## config.mk

```make
export PLATFORM = sky130hd
export DESIGN_NAME = seq_pattern_gen
export DESIGN_NICKNAME = d
export VERILOG_FILES = /design/src/rtl/seq_gen_pkg.sv /design/src/rtl/seq_piso.sv /design/src/rtl/seq_pattern_gen.sv
export SDC_FILE = /design/constraint.sdc
export NUM_CORES = 1
export LEC_CHECK = 0
export BUFFER_PORTS_ARGS = -buffer_cell sky130_fd_sc_hd__buf_4
export CORE_MARGIN = 5
export CORE_UTILIZATION = 45
export CTS_BUF_LIST = sky130_fd_sc_hd__clkbuf_16
export DETAILED_ROUTE_END_ITERATION = 8
export SLEW_MARGIN = 10
export SYNTH_ARGS = -nofsm -noshare
export SYNTH_HDL_FRONTEND = slang
export SYNTH_SLANG_ARGS = --single-unit
```

## constraint.sdc

```tcl
create_clock -name clk -period 2.67 [get_ports clk]
set_input_delay 0.267 -clock clk [delete_from_list [all_inputs] [get_ports clk]]
set_output_delay 0.267 -clock clk [all_outputs]
set_load 0.01 [all_outputs]
```

## src/rtl/seq_gen_pkg.sv

```systemverilog
// Shared types and helpers for the serial pattern generator.
// State encoding is fixed so that a two-bit state value read in a waveform is unambiguous.
package seq_gen_pkg;

  typedef enum logic [1:0] {
    IDLE = 2'b00,
    SEND = 2'b01,
    GAP  = 2'b10,
    DONE = 2'b11
  } state_e;

  // A zero or oversize length means "send the whole pattern register".
  function automatic int unsigned normalise_len(input int unsigned len,
                                                input int unsigned pat_w);
    return (len == 0 || len > pat_w) ? pat_w : len;
  endfunction

endpackage

```

## src/rtl/seq_piso.sv

```systemverilog
// Parallel-in/serial-out shadow register with a down-counting bit index.
// The serial output is registered and shows bit idx_q of the shadow pattern.
module seq_piso
  import seq_gen_pkg::*;
#(
  parameter int PAT_W = 8,
  parameter int LEN_W = $clog2(PAT_W + 1)
) (
  input  logic             clk,
  input  logic             res,
  input  logic             capture_i,
  input  logic             reload_i,
  input  logic             shift_i,
  input  logic [PAT_W-1:0] pat_i,
  input  logic [LEN_W-1:0] len_i,
  output logic             ser_o,
  output logic             last_bit_o
);

  logic [PAT_W-1:0] pat_q, pat_d;
  logic [LEN_W-1:0] len_q, len_d;
  logic [LEN_W-1:0] idx_q, idx_d;
  logic             ser_q, ser_d;

  // Shift instead of a variable part-select so the index width need not match log2(PAT_W).
  function automatic logic bit_at(input logic [PAT_W-1:0] v, input logic [LEN_W-1:0] i);
    logic [PAT_W-1:0] s;
    s = v >> i;
    return s[0];
  endfunction

  // NOTE: every always_comb output gets a default first, so no path leaves a latch behind.
  always_comb begin
    pat_d = pat_q;
    len_d = len_q;
    idx_d = idx_q;
    ser_d = 1'b0;
    if (capture_i) begin
      pat_d = pat_i;
      len_d = len_i;
      idx_d = len_i - LEN_W'(1);
      ser_d = bit_at(pat_i, idx_d);
    end else if (reload_i) begin
      idx_d = len_q - LEN_W'(1);
      ser_d = bit_at(pat_q, idx_d);
    end else if (shift_i) begin
      idx_d = idx_q - LEN_W'(1);
      ser_d = bit_at(pat_q, idx_d);
    end
  end

  // NOTE: non-blocking assignments for all state; the shadow pattern is reset too
  // because it is small and a known value keeps post-reset waveforms clean.
  always_ff @(posedge clk) begin
    if (res) begin
      pat_q <= '0;
      len_q <= '0;
      idx_q <= '0;
      ser_q <= 1'b0;
    end else begin
      pat_q <= pat_d;
      len_q <= len_d;
      idx_q <= idx_d;
      ser_q <= ser_d;
    end
  end

  assign ser_o      = ser_q;
  assign last_bit_o = (idx_q == '0);

endmodule

```

## src/rtl/seq_pattern_gen.sv

```systemverilog
// Serial pattern transmitter: shifts a captured pattern out MSB-first with
// optional repetitions separated by zero-filled gaps. All outputs are registered.
module seq_pattern_gen
  import seq_gen_pkg::*;
#(
  parameter int PAT_W = 8,
  parameter int CNT_W = 4,
  parameter int LEN_W = $clog2(PAT_W + 1)
) (
  input  logic             clk,
  input  logic             res,
  input  logic             start,
  input  logic [PAT_W-1:0] pat,
  input  logic [LEN_W-1:0] len,
  input  logic [CNT_W-1:0] rep,
  input  logic [CNT_W-1:0] gap,
  output logic             dout,
  output logic             dvalid,
  output logic             busy,
  output logic             done
);

  state_e           state_q, state_d;
  logic [CNT_W-1:0] rep_q, rep_d;
  logic [CNT_W-1:0] gap_q, gap_d;
  logic [CNT_W-1:0] gap_cnt_q, gap_cnt_d;
  logic             dvalid_q, dvalid_d;
  logic             busy_q, busy_d;
  logic             done_q, done_d;

  logic             capture, reload, shift;
  logic             last_bit;
  logic [LEN_W-1:0] len_norm;

  assign len_norm = LEN_W'(normalise_len(32'(len), PAT_W));

  seq_piso #(
    .PAT_W(PAT_W),
    .LEN_W(LEN_W)
  ) u_piso (
    .clk       (clk),
    .res       (res),
    .capture_i (capture),
    .reload_i  (reload),
    .shift_i   (shift),
    .pat_i     (pat),
    .len_i     (len_norm),
    .ser_o     (dout),
    .last_bit_o(last_bit)
  );

  always_comb begin
    state_d   = state_q;
    rep_d     = rep_q;
    gap_d     = gap_q;
    gap_cnt_d = gap_cnt_q;
    dvalid_d  = 1'b0;
    busy_d    = 1'b0;
    done_d    = 1'b0;
    capture   = 1'b0;
    reload    = 1'b0;
    shift     = 1'b0;
    case (state_q)
      IDLE: begin
        if (start) begin
          capture  = 1'b1;
          gap_d    = gap;
          rep_d    = (rep == '0) ? '0 : rep - CNT_W'(1);
          state_d  = SEND;
          dvalid_d = 1'b1;
          busy_d   = 1'b1;
        end
      end
      SEND: begin
        busy_d = 1'b1;
        if (!last_bit) begin
          shift    = 1'b1;
          dvalid_d = 1'b1;
        end else if (rep_q != '0) begin
          dvalid_d = 1'b1;
          if (gap_q != '0) begin
            state_d   = GAP;
            gap_cnt_d = gap_q - CNT_W'(1);
          end else begin
            reload = 1'b1;
            rep_d  = rep_q - CNT_W'(1);
          end
        end else begin
          state_d = DONE;
          done_d  = 1'b1;
        end
      end
      GAP: begin
        busy_d   = 1'b1;
        dvalid_d = 1'b1;
        // gap_cnt_q counts gap cycles still to come after the current one.
        if (gap_cnt_q == '0) begin
          reload  = 1'b1;
          rep_d   = rep_q - CNT_W'(1);
          state_d = SEND;
        end else begin
          gap_cnt_d = gap_cnt_q - CNT_W'(1);
        end
      end
      DONE: begin
        state_d = IDLE;
      end
      default: begin
        state_d = IDLE;
      end
    endcase
  end

  always_ff @(posedge clk) begin
    if (res) begin
      state_q   <= IDLE;
      rep_q     <= '0;
      gap_q     <= '0;
      gap_cnt_q <= '0;
      dvalid_q  <= 1'b0;
      busy_q    <= 1'b0;
      done_q    <= 1'b0;
    end else begin
      state_q   <= state_d;
      rep_q     <= rep_d;
      gap_q     <= gap_d;
      gap_cnt_q <= gap_cnt_d;
      dvalid_q  <= dvalid_d;
      busy_q    <= busy_d;
      done_q    <= done_d;
    end
  end

  assign dvalid = dvalid_q;
  assign busy   = busy_q;
  assign done   = done_q;

endmodule

```

# [Word-level counts from Yosys, hierarchy flattened]
# Index checks and enable logic that the tools add are counted.
[word_totals] regBits=34 output_inout_bits=4 elab_cells=91
[classes] n_addsub=7 n_lt_le_gt_ge=1 n_eq_ne=11 muxes=39 n_bitwise=2 n_shift=3 n_reduce_logical=17
[ops] op="4-bit 2-to-1 mux" count=14
[ops] op="4-bit by 1-bit subtractor with 4-bit output (second input constant)" count=7
[ops] op="8-bit by 4-bit >> shifter with 1-bit output" count=3
[ops] op="4-bit zero test" count=4
[ops] op="1-bit 2-to-1 mux" count=14
[ops] op="2-bit inequality test (second input constant)" count=7
[ops] op="4-bit case mux with 3 select lines" count=1
[ops] op="2-bit 2-to-1 mux" count=5
[ops] op="2-bit case mux with 4 select lines" count=1
[ops] op="4-bit case mux with 2 select lines" count=1
[ops] op="4-bit nonzero test" count=2
[ops] op="6-bit AND reduction" count=1
[ops] op="3-bit nonzero test" count=2
[ops] op="5-bit AND reduction" count=1
[ops] op="2-bit == test (second input constant)" count=2
[ops] op="4-bit > comparator (second input constant)" count=1
[ops] op="1-bit case mux with 2 select lines" count=2
[ops] op="4-bit AND reduction" count=1
[ops] op="3-bit inequality test (second input constant)" count=1
[ops] op="1-bit case mux with 3 select lines" count=1
[ops] op="3-bit OR reduction" count=1
[ops] op="2-bit by 1-bit == test with 1-bit output (second input constant)" count=1
[ops] op="2-bit zero test" count=1
[ops] op="1-bit NOT" count=2
[ops] op="other kinds (4)" count=4

# [Depth between registers and ports, before layout]
# Gate-level depths: netlist of run 1.
[logic_depth] ltp_word=7 depth_mapped=9 depth_no_buf=8

# [Hierarchy]
# Synthesis of run 1 repeated with hierarchy kept, for this count alone.
[hier_totals] cells_unflattened=244 area_unflattened_um2=2167.1
[by_module_without_submodules] module="seq_pattern_gen" n_inst=1 seq_area_each_um2=340.3 cells_each=136 area_per_inst_um2=1097.3
[by_module_without_submodules] module="seq_piso" n_inst=1 seq_area_each_um2=340.3 cells_each=108 area_per_inst_um2=1069.8

# [Least setup slack after synthesis of run 1]
# Ideal clock, no wire load.
[synth_path] path_kind="reg2reg" from="reg u_piso.idx_q[0]" to="reg rep_q[0]" stages_incl_launch_ff=9 t_required_ns=2.607 slack_ns=0.567 setup_time_ns=0.063 path_buffers=1 t_arrival_ns=2.040 cell_sequence="dfxtp_1 > inv_1 > ha_1 > or3b_1 > buf_2 > a222oi_1 > nand3_2 > mux2_4 > nor2_2"
[synth_between] elab_chain_len=3
[synth_rtl] item="start: declaration" line_no="seq_piso.sv:22" text="logic [LEN_W-1:0] idx_q, idx_d;"
[synth_rtl] item="start signal: assignment" line_no="seq_piso.sv:63" text="idx_q <= idx_d;"
[synth_rtl] item="4-bit zero test" line_no="seq_piso.sv:69" text="assign last_bit_o = (idx_q == '0);"
[synth_rtl] item="2-bit inequality test (no source line)"
[synth_rtl] item="6-bit AND reduction (no source line)"
[synth_rtl] item="end signal: assignment" line_no="seq_pattern_gen.sv:125" text="rep_q <= rep_d;"
[synth_rtl] item="end: declaration" line_no="seq_pattern_gen.sv:24" text="logic [CNT_W-1:0] rep_q, rep_d;"
# Every way passes these cells.
# A chain may end at the register's enable or synchronous reset.

# [Final worst setup path of run 1]
# Ends and elaborated chain as after synthesis.

==> results.rst, run 1 <==
.. list-table::
   :header-rows: 1

   * - Metric
     - Value
   * - Result of the run
     - finished clean
   * - Actual slew at the worst max-slew pin
     - 0.6373 ns
   * - Place WS
     - 0.3403 ns
   * - Final weighted congestion in routability-driven placement
     - 0.8401
   * - Type of element capturing the critical path
     - flip-flop
   * - Avg Inst Size Synth
     - 8.371 sq um
   * - Vias per std cell
     - 5.628
   * - Library cell used as clock root buffer
     - clkbuf_16
   * - Post-layout min period
     - 2.312 ns
   * - Total power of the final layout
     - 2.607 mW
   * - Drt first-iter violations
     - 115
   * - Clock tree from TritonCTS
     - done
   * - Netlist area before placement
     - 2135 sq um
   * - EDFF count, synth
     - 0
   * - Setup TNS Final
     - 0 ns
   * - Number of detailed-route iterations in the first pass
     - 4
   * - Compound-Gate Fraction of Synth Area
     - 0.1934
   * - Post-route clock period utilization
     - 0.8658
   * - Post-Synthesis Cells
     - 255
   * - Data required time of the critical path
     - 2.89 ns
   * - WHS
     - 0.2380 ns
   * - Area used by multi-input combinational logic
     - 1351 sq um
   * - Register area share after synthesis
     - 0.3189
   * - Setup repair after global routing missed its margin
     - false
   * - XOR/XNOR Fraction of Synth Area
     - 0.03283
   * - Boundary Pins
     - 27
   * - FF+latch area
     - 680.7 sq um
   * - Share of synthesized cell area in and, or, nand and nor gates
     - 0.2251
   * - Number of CTS-inserted buffers
     - 5
   * - Area of the placeable core
     - 4661 sq um
   * - Clock insertion delay at the later pin of the skew report
     - 0.28 ns
   * - Category of the worst setup path launch point
     - flip-flop
   * - WHS Path Cells
     - 3
   * - Dominant combinational cell family by area after synthesis
     - simple AND/OR/NAND/NOR gates
   * - Clock slew at the register clock pins of the worst setup and hold paths
     - 0.06 ns
   * - Area contributors post-synth
     - dfxtp_1, nand2_1, ha_1
   * - Clock Path Buffers
     - 2
   * - Antenna diode count
     - 0
   * - Vias in the first global route
     - 1812
   * - Post-DRT Antenna Nets
     - 0
   * - Final Hold Fails
     - 0
   * - Pin count of the biggest net entering global routing
     - 38
   * - Finished Core Util
     - 0.5450
   * - Final wirelength
     - 4902 microns
   * - Post-CTS sizing
     - 0
   * - DP Wirelength
     - 3694 microns
   * - Worst hold-check path type
     - in -> reg
   * - Slew HR
     - 0.5712
   * - Worst-case clock skew
     - 0.006448 ns
   * - Maximum level of the CTS H-tree
     - 2
   * - Primary flip-flop cell chosen by synthesis mapping
     - dfxtp_1
   * - Maximum achievable frequency
     - 0.4326 GHz
   * - Worst-path maximum fanout
     - 9
   * - Peak supply drop
     - 0.5111 mV
   * - Type of the worst setup path
     - reg -> reg
   * - Area growth from synthesis to final layout
     - 18.99%
   * - Number of synthesis warnings
     - 0
   * - Vertical extent of the die
     - 78.87 microns
   * - Global-route wire length before repair
     - 8342 microns
   * - Wirelength per Cell
     - 14.72 microns
   * - Via total after detailed routing
     - 1874
   * - Cell type with the highest aggregate area in the netlist
     - dfxtp_1
   * - Total power density per cell area
     - 1026 nW/um^2
   * - Post-route setup slack
     - 0.3583 ns
   * - Buffers on Ports
     - 26
   * - Post-Synthesis Net Count
     - 289
   * - Number of antenna violations at the first check in global routing
     - 0
   * - Multiplexer share of the synthesized area
     - 0.1172
   * - Async set or reset register ratio after synthesis
     - 0
   * - Fraction of final layout cells sized beyond drive strength 1
     - 0.1971
   * - Distinct cell type count of the synthesized netlist
     - 54
   * - Post-CTS setup buffer count
     - 0
   * - Data arrival time of the critical path
     - 2.53 ns
   * - Filler Cells Inserted
     - 428
   * - Share of the synthesized area in the top cell type
     - 0.3189
   * - Max-cap check violation count
     - 0
   * - Leakage power
     - 0.9809 nW
   * - Final-report setup violation count
     - 0
   * - Remaining Overflow, GRT
     - 0
   * - Number of DRC violations after detailed routing
     - 0
   * - Final #Nets
     - 312
   * - Worst Reg2Reg Path Length in Cells
     - 7
   * - Global-route usage over all layers
     - 0.1655
   * - Synth Area in Adders
     - 0.06448
   * - Horizontal die dimension
     - 78.87 microns
   * - Fin. max-slew vios
     - 0
   * - Number of synthesized register bits
     - 34
   * - Full die area
     - 6220 sq um
   * - Clock Sink Count
     - 34
   * - Post-cts hold buffer count
     - 0
   * - # rows
     - 25
   * - Initial core utilization
     - 0.4580
[registers in the layout, summed over array words and instances, names as in the netlist]
signal        count
busy              1
done              1
dvalid            1
gap_cnt_q         4
gap_q             4
rep_q             4
state_q           2
u_piso.idx_q      4
u_piso.len_q      4
u_piso.pat_q      8
u_piso.ser_o      1
[report_power, final]
part / internal [mW] / leakage, nW / total [mW] / switching [mW]
combinational: 0.533 / 0.626 / 1.20 / 0.663
sequential: 0.640 / 0.279 / 0.759 / 0.119
clock: 0.439 / 0.0760 / 0.652 / 0.213
[routing by layer]
layer | GRT usage | up-vias | wire length, microns
met5 | 0 | - | 0
met4 | 0.04124 | 0 | 46
met3 | 0.03288 | 4 | 218
met2 | 0.2513 | 34 | 2157
met1 | 0.2400 | 868 | 2480
li1 | - | 968 | -
[cells in the final DEF, fill, tap and decap left out, types with 2 or more instances in the layout]
cell type    n
nand2_1     41
dfxtp_1     34
buf_4       29
a21oi_1     25
nor2_1      16
inv_1       14
ha_1        11
mux2i_1     10
nor3_1      10
nand3_1      8
o21ai_0      7
xnor2_1      5
clkbuf_16    5
mux2_2       4
mux4_2       4
xor2_1       3
a311oi_1     3
a211oi_1     3
nand2b_1     3
nor2b_1      2
o2bb2ai_1    2
nand4_1      2
and2_1       2
a31oi_1      2
o32ai_1      2
nor3b_1      2
clkinvlp_4   2
[Yosys cell counts, types with 2 or more instances]
master     number
mux2_2          4
a31oi_1         2
clkbuf_1        8
nand3_1         8
mux2i_1        10
inv_1          14
buf_1           4
nor2b_1         2
ha_1           11
o2bb2ai_1       2
xnor2_1         5
a211oi_1        3
nand4_1         2
nor2_1         16
mux4_2          4
nand2b_1        3
o21ai_0         7
a21oi_1        25
nor3b_1         2
dfxtp_1        34
nand2_1        41
o32ai_1         2
and2_1          2
a311oi_1        3
xor2_1          3
nor3_1         10
[cell families after synthesis]
kind of cell               Yosys count
AOI/OAI and AO/OA                   59
xor gates and xnor gates             8
adders and majority gates           11
buffers and inverters               27
DFF                                 34
muxes                               19
and+or+nand+nor                     97
[path summary, 6_finish.rpt]
kind / start / endpoint / slack (ns)
setup / recovery: u_piso.idx_q[0] / rep_q[0] / 0.36
hold reg to reg: rep_q[1] / rep_q[1] / 0.47
hold / removal: gap[2] / gap_q[2] / 0.24
setup reg to reg: u_piso.idx_q[0] / rep_q[0] / 0.36
[worst max-delay path: stages, from the launching register on]
cell	delay [ns]
dfxtp_1	0.37
inv_1	0.08
ha_1	0.21
or3b_1	0.51
a222oi_1	0.42
nand3_2	0.24
mux2_4	0.36
nor2_2	0.07
[through the flow]
stage               instances  cell area, sq um
detailed placement        325              2370
finish                    333              2540
floorplan                 255              2135
global route              333              2540
global placement          325              2370
CTS                       333              2540
[cell type report]
type	count	area share
well taps	54	0.02660
inverters	14	0.02069
clock inverters	3	0.01773
flip-flops and latches	34	0.2680
multi-input cells	194	0.5320
repair buffers	29	0.08571
clock buffers	5	0.04926
(Power assumes the default switching activity.)
==> run 2, diff against run 1 <==
--- a/config.mk
+++ b/config.mk
@@ -13,4 +13,5 @@
 export SLEW_MARGIN = 10
 export SYNTH_ARGS = -nofsm -noshare
 export SYNTH_HDL_FRONTEND = slang
+export SYNTH_HIERARCHICAL = 1
 export SYNTH_SLANG_ARGS = --single-unit
==> run 2 against run 1 <==
Utilization rose by 0.30 points. Sequential share of layout area shrank 0.33 points. Global-route usage is 0.37 points higher. Largest cell class unchanged. Largest power group unchanged. Highest routed layer unchanged.
==> results.rst, run 2 <==
.. list-table::
   :header-rows: 1

   * - Metric
     - Value
   * - Result of the run
     - finished clean
   * - Cell type with the highest aggregate area in the netlist
     - dfxtp_1
   * - Setup repair after global routing missed its margin
     - false
   * - Via total after detailed routing
     - 1847
   * - Avg Inst Size Synth
     - 8.881 sq um
   * - Dominant combinational cell family by area after synthesis
     - simple AND/OR/NAND/NOR gates
   * - Number of synthesized register bits
     - 34
   * - Number of antenna violations at the first check in global routing
     - 0
   * - Vias per std cell
     - 5.631
   * - Clock slew at the register clock pins of the worst setup and hold paths
     - 0.05 ns
   * - Relative contribution of combinational cells to total power
     - 0.520
   * - Area of the placeable core
     - 4692 sq um
   * - WHS
     - 0.2304 ns
   * - Vias in the first global route
     - 1780
   * - Full die area
     - 6304 sq um
   * - Post-Synthesis Cells
     - 244
   * - Number of DRC violations after detailed routing
     - 0
   * - Post-cts hold buffer count
     - 0
   * - EDFF count, synth
     - 0
   * - Actual slew at the worst max-slew pin
     - 0.7079 ns
   * - Synth Area in Adders
     - 0.06351
   * - Primary flip-flop cell chosen by synthesis mapping
     - dfxtp_1
   * - Antenna diode count
     - 0
   * - Horizontal die dimension
     - 79.40 microns
   * - Type of the worst setup path
     - reg -> reg
   * - Vertical extent of the die
     - 79.40 microns
   * - Internal portion of total power
     - 1.671 mW
   * - Boundary Pins
     - 27
   * - Total placed instance area
     - 2429 sq um
   * - Fin. max-slew vios
     - 0
   * - Switch share
     - 0.3942
   * - DP Wirelength
     - 3646 microns
   * - Number of standard cells in the layout, taps in and fillers out
     - 328
   * - Worst-case clock skew
     - 0.004639 ns
   * - Clock insertion delay at the later pin of the skew report
     - 0.28 ns
   * - Global-route wire length before repair
     - 8355 microns
   * - R2R Setup Slk
     - 0.27 ns
   * - Fraction of final layout cells sized beyond drive strength 1
     - 0.2226
   * - Worst flop-to-flop path startpoint
     - gap_q[0]
   * - Filler Cells Inserted
     - 456
   * - Startpoint of the most critical hold path
     - pat[0]
   * - Wirelength per Cell
     - 14.95 microns
   * - Drt first-iter violations
     - 137
   * - Maximum achievable frequency
     - 0.4160 GHz
   * - Share of synthesized cell area in and, or, nand and nor gates
     - 0.2240
   * - Async set or reset register ratio after synthesis
     - 0
   * - Final weighted congestion in routability-driven placement
     - 0.8008
   * - R2r endpoint
     - u_piso/idx_q[2]
   * - Clock Sink Count
     - 34
   * - Type of element capturing the critical path
     - flip-flop
   * - Final-report setup violation count
     - 0
   * - Area contributors post-synth
     - dfxtp_1, mux2i_1, ha_1
   * - Clock share of power
     - 0.198
   * - Pin count of the biggest net entering global routing
     - 35
   * - Commonest non-fill, non-tap cells in the layout
     - buf_4, dfxtp_1, nand2_1, nor2_1
   * - Initial core utilization
     - 0.4619
   * - Netlist area before placement
     - 2167 sq um
   * - Slew HR
     - 0.5271
   * - Library cell used as clock root buffer
     - clkbuf_16
   * - Share of the synthesized area in the top cell type
     - 0.3141
   * - Buffers on Ports
     - 26
   * - Most repeated cell in the gate-level netlist after synthesis
     - dfxtp_1
   * - Cell-by-cell listing of the critical path
     - or4_1 -> or3_2 -> a21oi_1 -> buf_4 -> a311oi_1 -> a221o_1 -> a21oi_1
   * - Number of synthesis warnings
     - 6
   * - Worst-path maximum fanout
     - 10
   * - Finished Core Util
     - 0.5480
   * - Remaining Overflow, GRT
     - 0
   * - Peak supply drop
     - 0.3895 mV
   * - Hold path endpoint
     - u_piso/pat_q[0]
   * - Compound-Gate Fraction of Synth Area
     - 0.1669
   * - Place WS
     - 0.2671 ns
   * - Number of placed instances, taps included
     - 320
   * - Data required time of the critical path
     - 2.88 ns
   * - Leakage power
     - 1.038 nW
   * - Number of detailed-route iterations in the first pass
     - 4
   * - Total power of the final layout
     - 2.758 mW
   * - Largest register FFs
     - 8
   * - Delay contributed by the slowest stage of the critical path
     - 0.57 ns
   * - Post-layout min period
     - 2.404 ns
   * - Clock tree from TritonCTS
     - done
   * - Data arrival time of the critical path
     - 2.61 ns
   * - Most common library cell in the layout ignoring fill and taps
     - buf_4
   * - Register with the highest flop count
     - u_piso/pat_q
   * - Max-cap check violation count
     - 0
   * - Category of the worst setup path launch point
     - flip-flop
   * - Distinct cell type count of the synthesized netlist
     - 54
   * - Post-route clock period utilization
     - 0.9003
   * - Worst path bufs/invs
     - 1
   * - Worst hold-check path type
     - in -> reg
   * - Clock Path Buffers
     - 2
   * - Post-CTS setup buffer count
     - 0
   * - Register area share after synthesis
     - 0.3141
   * - Cell type group with the largest total delay on the critical path
     - simple AND/OR/NAND/NOR gates
   * - List of most frequent post-synthesis cells
     - dfxtp_1, nand2_1, nor2_1
   * - XOR/XNOR Fraction of Synth Area
     - 0.02021
   * - Post-route standard cell area excluding fillers
     - 2571 sq um
   * - Area growth from synthesis to final layout
     - 18.65%
   * - Post-route setup slack
     - 0.2661 ns
   * - # rows
     - 25
   * - Multiplexer share of the synthesized area
     - 0.1553
   * - Final Hold Fails
     - 0
   * - Global-route usage over all layers
     - 0.1692
   * - Setup TNS Final
     - 0 ns
   * - Total power density per cell area
     - 1073 nW/um^2
   * - WHS Path Cells
     - 3
   * - Most frequent cell on the critical path
     - a21oi_1
   * - Seq pwr share
     - 0.282
   * - Final wirelength
     - 4904 microns
   * - Post-Synthesis Net Count
     - 278
   * - Switching component of the power
     - 1.087 mW
   * - Maximum level of the CTS H-tree
     - 2
   * - Number of CTS-inserted buffers
     - 5
   * - Final #Nets
     - 307
   * - Worst Reg2Reg Path Length in Cells
     - 7
   * - Slowest stage cell on the critical path
     - or4_1
   * - Post-DRT Antenna Nets
     - 0
run 2: changes by cell type in the layout (fill, tap and decap cells not counted), sizes merged, moves of 4 or more:
cell,previous run,this run
nand2,41,20
a21oi,26,16
buf,29,35
mux2i,10,16
nand3,9,3
nor2b,2,8
nor4,1,5
o31ai,0,4
run 2: worst max path at each step:
stage,startpoint,end,slack (ns),depth (start not counted)
after floorplan,u_piso/idx_q[0],u_piso/idx_q[2],0.08,11
after global placement,gap_q[0],u_piso/idx_q[2],0.34,7
after detailed placement,u_piso/idx_q[1],u_piso/idx_q[2],0.27,10
after CTS,u_piso/idx_q[1],u_piso/idx_q[2],0.22,10
after global routing,gap_q[0],u_piso/idx_q[2],0.007,7
final,gap_q[0],u_piso/idx_q[2],0.27,7
run 2: final cells by class:
type,instances,area (sq um),share of cell area
multi-input cells,183,1370,0.5328
flip-flops and latches,34,680.7,0.2647
repair buffers,35,262.8,0.1022
clock buffers,5,125.1,0.04866
well taps,54,67.56,0.02628
inverters,14,52.55,0.02044
clock inverters,3,12.51,0.004866
run 2: routing by layer:
metal	track usage	wire length [microns]	vias to the layer above
li1	-	-	955
met1	0.2070	2305	864
met2	0.2896	2341	22
met3	0.03837	181	6
met4	0.06186	76	0
met5	0	0	-
run 2: cell families after synthesis:
family	after synthesis
AO/OA/AOI/OAI	53
XOR/XNOR	5
adder cells (fa/ha/maj)	11
buffers and inverters	27
flip-flops	34
multiplexers	25
AND/OR/NAND/NOR	89
run 2: power groups by stage:
stage               Combinational, mW  Clock [mW]  Sequential [mW]
floorplan                        1.06           0            0.756
global placement                 1.42           0            0.785
detailed placement               1.43           0            0.785
CTS                              1.44       0.563            0.775
global route                     1.60       0.585            0.802
finish                           1.43       0.547            0.778
run 2: timing repair:
item                                    CTS  global route
endpoints found under the setup margin    0             1
endpoints found under the hold margin     0             0
gates resized for setup                   0             1
run 2: worst register-to-register path, stage by stage, from the launching register on:
cell	delay (ns)
dfxtp_1	0.34
or4_1	0.57
or3_2	0.49
a21oi_1	0.25
buf_4	0.21
a311oi_1	0.06
a221o_1	0.27
a21oi_1	0.14
